File: src/rtl/ucaspian_step_ctrl.sv
// ucaspian_step_ctrl: sequences STEP commands (pulse / guard / wait for idle)
// and CLEAR sweeps for the uCaspian core, reporting completion on rsp_*.
// Optional 10-bit watchdog on WAIT/CLEAR when UCASPIAN_STEP_TIMEOUT_EN is defined.
module ucaspian_step_ctrl #(
  parameter int unsigned STEP_GUARD = 2
) (
  input  logic        clk,
  input  logic        reset,
  input  logic [1:0]  cmd_op,
  input  logic [7:0]  cmd_count,
  input  logic        cmd_vld,
  output logic        cmd_rdy,
  output logic        next_step,
  input  logic        step_done,
  output logic        clear_act,
  output logic        clear_config,
  input  logic        clear_done,
  output logic        rsp_vld,
  input  logic        rsp_rdy,
  output logic [15:0] rsp_time,
  output logic        rsp_err,
  output logic [15:0] cur_time,
  output logic        busy
);

  typedef enum logic [2:0] {IDLE, PULSE, GUARD, WAIT, CLEAR, RELEASE, RESP} state_t;
  typedef enum logic [1:0] {OP_STEP, OP_CLEAR_ACT, OP_CLEAR_CONFIG, OP_RSVD} op_t;

  state_t      state, state_d;
  op_t         op_q, op_d;
  logic [7:0]  remain, remain_d;
  logic [7:0]  guard, guard_d;
  logic [15:0] time_d, rsp_time_d;
  logic        err_d;
  logic        cmd_rdy_d, busy_d, next_step_d, clear_act_d, clear_config_d, rsp_vld_d;
`ifdef UCASPIAN_STEP_TIMEOUT_EN
  logic [9:0]  wd, wd_d;
`endif

  // State register
  always_ff @(posedge clk or negedge reset) begin
    if (!reset) state <= IDLE;
    else        state <= state_d;
  end

  // Next-state and datapath update
  always_comb begin
    state_d  = state;
    op_d     = op_q;
    remain_d = remain;
    guard_d  = guard;
    time_d   = cur_time;
    err_d    = rsp_err;
`ifdef UCASPIAN_STEP_TIMEOUT_EN
    wd_d     = wd;
`endif
    case (state)
      IDLE: begin
        if (cmd_vld && cmd_rdy) begin
          op_d = op_t'(cmd_op);
          case (op_t'(cmd_op))
            OP_STEP: begin
              if (cmd_count == '0) begin
                state_d = RESP;
                err_d   = 1'b0;
              end else begin
                remain_d = cmd_count;
                state_d  = PULSE;
              end
            end
            OP_CLEAR_ACT, OP_CLEAR_CONFIG: begin
              state_d = CLEAR;
`ifdef UCASPIAN_STEP_TIMEOUT_EN
              wd_d    = '0;
`endif
            end
            OP_RSVD: begin
              state_d = RESP;
              err_d   = 1'b1;
            end
            default: state_d = IDLE;
          endcase
        end
      end
      PULSE: begin
        state_d = GUARD;
        guard_d = 8'(STEP_GUARD);
      end
      // step_done is not looked at here: it still carries the stale idle level
      GUARD: begin
        if (guard == '0) begin
          state_d = WAIT;
`ifdef UCASPIAN_STEP_TIMEOUT_EN
          wd_d    = '0;
`endif
        end else begin
          guard_d = guard - 8'd1;
        end
      end
      WAIT: begin
        if (step_done) begin
          time_d   = cur_time + 16'd1;
          remain_d = remain - 8'd1;
          if (remain > 8'd1) begin
            state_d = PULSE;
          end else begin
            state_d = RESP;
            err_d   = 1'b0;
          end
        end
`ifdef UCASPIAN_STEP_TIMEOUT_EN
        // wd is 0 in the first WAIT cycle, so abort leaves after 1023 cycles
        else if (wd == 10'd1022) begin
          state_d = RESP;
          err_d   = 1'b1;
        end else begin
          wd_d = wd + 10'd1;
        end
`endif
      end
      CLEAR: begin
        if (clear_done) begin
          time_d  = '0;
          state_d = RELEASE;
        end
`ifdef UCASPIAN_STEP_TIMEOUT_EN
        else if (wd == 10'd1022) begin
          state_d = RESP;
          err_d   = 1'b1;
        end else begin
          wd_d = wd + 10'd1;
        end
`endif
      end
      RELEASE: begin
        if (!clear_done) begin
          state_d = RESP;
          err_d   = 1'b0;
        end
      end
      RESP: begin
        if (rsp_rdy) state_d = IDLE;
      end
      default: state_d = IDLE;
    endcase
  end

  // Output decode from the next state so every output is registered
  always_comb begin
    cmd_rdy_d      = (state_d == IDLE);
    busy_d         = (state_d != IDLE);
    next_step_d    = (state_d == PULSE);
    clear_act_d    = (state_d == CLEAR);
    clear_config_d = (state_d == CLEAR) && (op_d == OP_CLEAR_CONFIG);
    rsp_vld_d      = (state_d == RESP);
    rsp_time_d     = rsp_time;
    if (state_d == RESP && state != RESP) rsp_time_d = time_d;
  end

  // Datapath and output registers
  always_ff @(posedge clk or negedge reset) begin
    if (!reset) begin
      op_q         <= OP_STEP;
      remain       <= '0;
      guard        <= '0;
      cur_time     <= '0;
      rsp_time     <= '0;
      rsp_err      <= 1'b0;
      cmd_rdy      <= 1'b0;
      busy         <= 1'b0;
      next_step    <= 1'b0;
      clear_act    <= 1'b0;
      clear_config <= 1'b0;
      rsp_vld      <= 1'b0;
`ifdef UCASPIAN_STEP_TIMEOUT_EN
      wd           <= '0;
`endif
    end else begin
      op_q         <= op_d;
      remain       <= remain_d;
      guard        <= guard_d;
      cur_time     <= time_d;
      rsp_time     <= rsp_time_d;
      rsp_err      <= err_d;
      cmd_rdy      <= cmd_rdy_d;
      busy         <= busy_d;
      next_step    <= next_step_d;
      clear_act    <= clear_act_d;
      clear_config <= clear_config_d;
      rsp_vld      <= rsp_vld_d;
`ifdef UCASPIAN_STEP_TIMEOUT_EN
      wd           <= wd_d;
`endif
    end
  end

endmodule

File: config.mk
export PLATFORM = sky130hd
export DESIGN_NAME = ucaspian_step_ctrl
export DESIGN_NICKNAME = d
export VERILOG_FILES = /design/src/rtl/ucaspian_step_ctrl.sv
export SDC_FILE = /design/constraint.sdc
export NUM_CORES = 1
export LEC_CHECK = 0
export ABC_AREA = 0
export CAP_MARGIN = 25
export CORE_ASPECT_RATIO = 1.25
export CORE_UTILIZATION = 45
export DETAILED_ROUTE_END_ITERATION = 16
export DONT_BUFFER_PORTS = 1
export PLACE_DENSITY = 0.61
export SLEW_MARGIN = 20
export SYNTH_ARGS = -nofsm -noshare
export SYNTH_HDL_FRONTEND = slang
export SYNTH_SLANG_ARGS = --single-unit
File: constraint.sdc
create_clock -name clk -period 7.16 [get_ports clk]
set_clock_uncertainty 0.15 [all_clocks]
set_input_delay 0.358 -clock clk [delete_from_list [all_inputs] [get_ports clk]]
set_output_delay 0.358 -clock clk [all_outputs]
set_load 0.02 [all_outputs]
==> summary.md <==
| Metric | Value |
|---|---|
| CP max stage delay | ~840 ps |
| Detailed Route WL | around 5.9 mm |
| Vias | around 2100 |
| Maximum VDD drop | ~0.18 mV |
| Post-CTS setup buffers | 0 |
| Commonest cells after routing, fill and taps aside | 60 x dfrtp_1, 28 x nand2_1, 26 x nor2_1 |
| Commonest non-fill, non-tap cell in the layout | dfrtp_1 |
| Post-route design area | about 0.0033 sq mm |
| Tot Pwr | approximately 1.2 mW |
| Setup_tns | 0 ps |
| Largest net degree at the start of global routing | slightly above 60 |
| Critical Path End | rsp_time[9] |
| Post-route ant nets | 0 |
| LEAKAGE | around 1.5 nW |
| Max Cap Viol | 0 |
| Sw Share | 0.3758 |
| Diode count | 0 |
| WS Path Type | reg -> reg |
| Status | completed |
| Setup-failing EPs final | 0 |
| Synth warn | 0 |
| Core box area | roughly 0.0063 sq mm |
| Fmax | 360.3 MHz |
| P_sw | 0.4444 mW |
| #FFs+latches synth | 60 |
| Grt ovf | 0 |
| Register share of total power | 0.455 |
| Final Non-Filler Cells | about 370 |
| Post-DP HPWL | 4.182 mm |
| First-pass GRT wire length | between 9 and 10 mm |
| Initial antenna violation count | 0 |
| Post-synth ARST share | 1.000 |
| Ports | 55 |
| Initial DRC Count | around 90 |
| Total Routing Usage GR | 0.1817 |
| Post-synthesis sequential area ratio | 0.5034 |
| Site Rows | 32 |
| CP Depth | 5 |
| Most frequent CP cell | nor3_1 |
| CTS sink cnt | 60 |
| Clk buf depth | 2 |
| Post-synth EDFFs | 0 |
| Post-Syn Area | 0.002983 sq mm |
| Slew Limit Fails | 0 |
| Crit path capture type | flip-flop |
| PortBufs | 0 |
| WL/cell | ~16 microns |
| Routed vias/inst | approximately 5.7 |
| Final Util | 0.5195 |
| Final min period | 2775 ps |
| Crit-path cells | nand4bb_1, nor3_1, nor3_1, o31a_1, mux2_1 |
| R2R setup slack | 4380 ps |
| WP buf/inv | 0 |
| Initial Util | 0.4745 |
| Post-synthesis area per instance | approximately 11 sq um |
| Critical path's top delay family | compound AO/OA/AOI/OAI gates |
| RR Startpoint | state[0] |
| Power Dens Cells | between 300 and 400 mW/mm^2 |
| Cells on worst reg2reg path | 5 |
| Reg area | approximately 0.0015 sq mm |
| Max Used Layer | met4 |
| Share of layout cells above drive strength 1 | 0.1146 |
| Critical-path maximum fanout | 17 |
| Area of placed instances | ~0.003 sq mm |
| Main synth FF type | dfrtp_1 |
| Placed insts | around 360 |
| Startpoint Class | flip-flop |
| Drt pass-1 iters | 4 |
| CTS tree | built |
| PnR worst setup slack | 4385 ps |
| CTS Buf Count | 9 |
| Clk_lat worst skew | 330 ps |
| Crit. Startpoint | state[0] |
| P&R area growth vs syn | 9.480% |
| Final Hold Fails | 0 |
| Die area | about 0.007 sq mm |
| Int Power | roughly 0.74 mW |
| Post-place setup slack | 4378 ps |
| Worst Tran Pin Value | a little over 1000 ps |
| Routability Congestion | approximately 0.8 |
| Clock power frac | 0.259 |
| Number of remaining DRC errors | 0 |
| Cell variety after synth | 55 |
| Net Count, Synth | just over 300 |
| Number of global-route vias before repair | approximately 2100 |
| Power share of the combinational group | 0.287 |
| RSZ-0062 raised after global routing | no |
| WL met2 | about 2.7 mm |
| Post-Route M1 WL | approximately 2.7 mm |
| Metal3 WL | approximately 400 microns |
| Critical R2R Capture | rsp_time[9] |
| Fillers | ~570 |
| CTS clk-pin slew, worst paths | approximately 60 ps |
| Clock root buffer | clkbuf_8 |
| Multi-input gate area | 0.001384 sq mm |
| Nets | 303 |
| Slew HR | 0.3129 |
| Post-CTS sizing | 0 |
| Hold slack | around 44 ps |
| CP required | between 7000 and 8000 ps |
| Syn Inst Count | 282 |
| Worst Path Arrival | between 2000 and 3000 ps |
| Die Width | 74.82 microns |
| Hold WC Path Type | in -> reg |
| Slowest cell on the critical path | o31a_1 |
| Period Utilization, post-route | 0.3876 |
| H-tree levels | 3 |
| Vert. Die Dim | 93.03 microns |
-- synth_stat cells (2+ instances only) --
library cell	n	area, sq um
nor2_1	26	97.59
nor4_1	6	37.54
nor2b_1	2	12.51
o311ai_1	2	17.52
o211ai_1	5	37.54
a21o_1	2	15.01
inv_2	2	7.510
o21ai_1	8	40.04
or4_4	2	22.52
mux2_1	7	78.83
o2111a_1	2	22.52
buf_1	2	7.510
nand4_1	3	18.77
and3_1	2	12.51
clkbuf_1	8	30.03
mux2_4	9	135.1
nor4b_1	2	17.52
nand3_1	9	45.04
nor3_1	6	30.03
ha_1	4	50.05
or3_1	3	18.77
o31ai_1	2	15.01
a22oi_1	4	30.03
mux2i_1	11	110.1
or2_1	3	18.77
xor2_1	4	35.03
inv_1	7	26.28
o21ai_0	11	55.05
o2111ai_1	4	35.03
mux2_2	2	22.52
dfrtp_1	60	1501
nand2_1	28	105.1
a21oi_1	10	50.05
a211oi_1	3	22.52
-- state kept, by name, summed over array words and instances, names as in the netlist --
signal / flops
state: 3
guard: 8
remain: 8
rsp_err: 1
clear_config: 1
clear_act: 1
cmd_rdy: 1
op_q: 2
rsp_vld: 1
cur_time: 16
rsp_time: 16
next_step: 1
busy: 1
-- worst min-delay path by stage --
stage,cells past startpoint,slack (ps),to,startpoint
4_1_cts,1,30,op_q[1],cmd_op[1]
5_1_grt,1,40,op_q[1],cmd_op[1]
3_5_place_dp,0,-90,rsp_time[13],reset
3_3_place_gp,0,-90,rsp_time[13],reset
6_report,1,40,op_q[1],cmd_op[1]
2_1_floorplan,0,-90,busy,reset
-- routing by layer --
layer	track usage	vias up
met5	0	-
met4	0.08019	0
met3	0.06681	10
met2	0.2770	57
met1	0.2278	1010
li1	-	1039
-- kinds of logic after synthesis --
family                   share of synthesized area
AND/OR/NAND/NOR                             0.1766
AO/OA/AOI/OAI                               0.1397
flip-flops                                  0.5034
multiplexers                                0.1162
buffers and inverters                      0.03272
XOR/XNOR                                   0.01468
adder cells (fa/ha/maj)                    0.01678
-- repair_timing --
item	4_1_cts	5_1_grt
setup endpoints to repair	0	0
endpoints found under the hold margin	60	0
hold buffers	2	0
-- final cells by class --
type | instances | area share
clock buffer | 12 | 0.04751
clock inverter | 4 | 0.01456
inverter | 9 | 0.01034
multi-input combinational | 201 | 0.4238
sequential | 60 | 0.4598
tap | 85 | 0.03257
timing repair buffer | 2 | 0.01149
-- power by group through the flow --
stage,Sequential (mW),Combinational [mW],Clock [mW]
6_report,0.537,0.339,0.306
5_1_grt,0.553,0.387,0.330
4_1_cts,0.537,0.342,0.313
3_5_place_dp,0.544,0.331,0
3_3_place_gp,0.542,0.326,0
2_1_floorplan,0.503,0.309,0
Power figures use the tool's default switching activity.
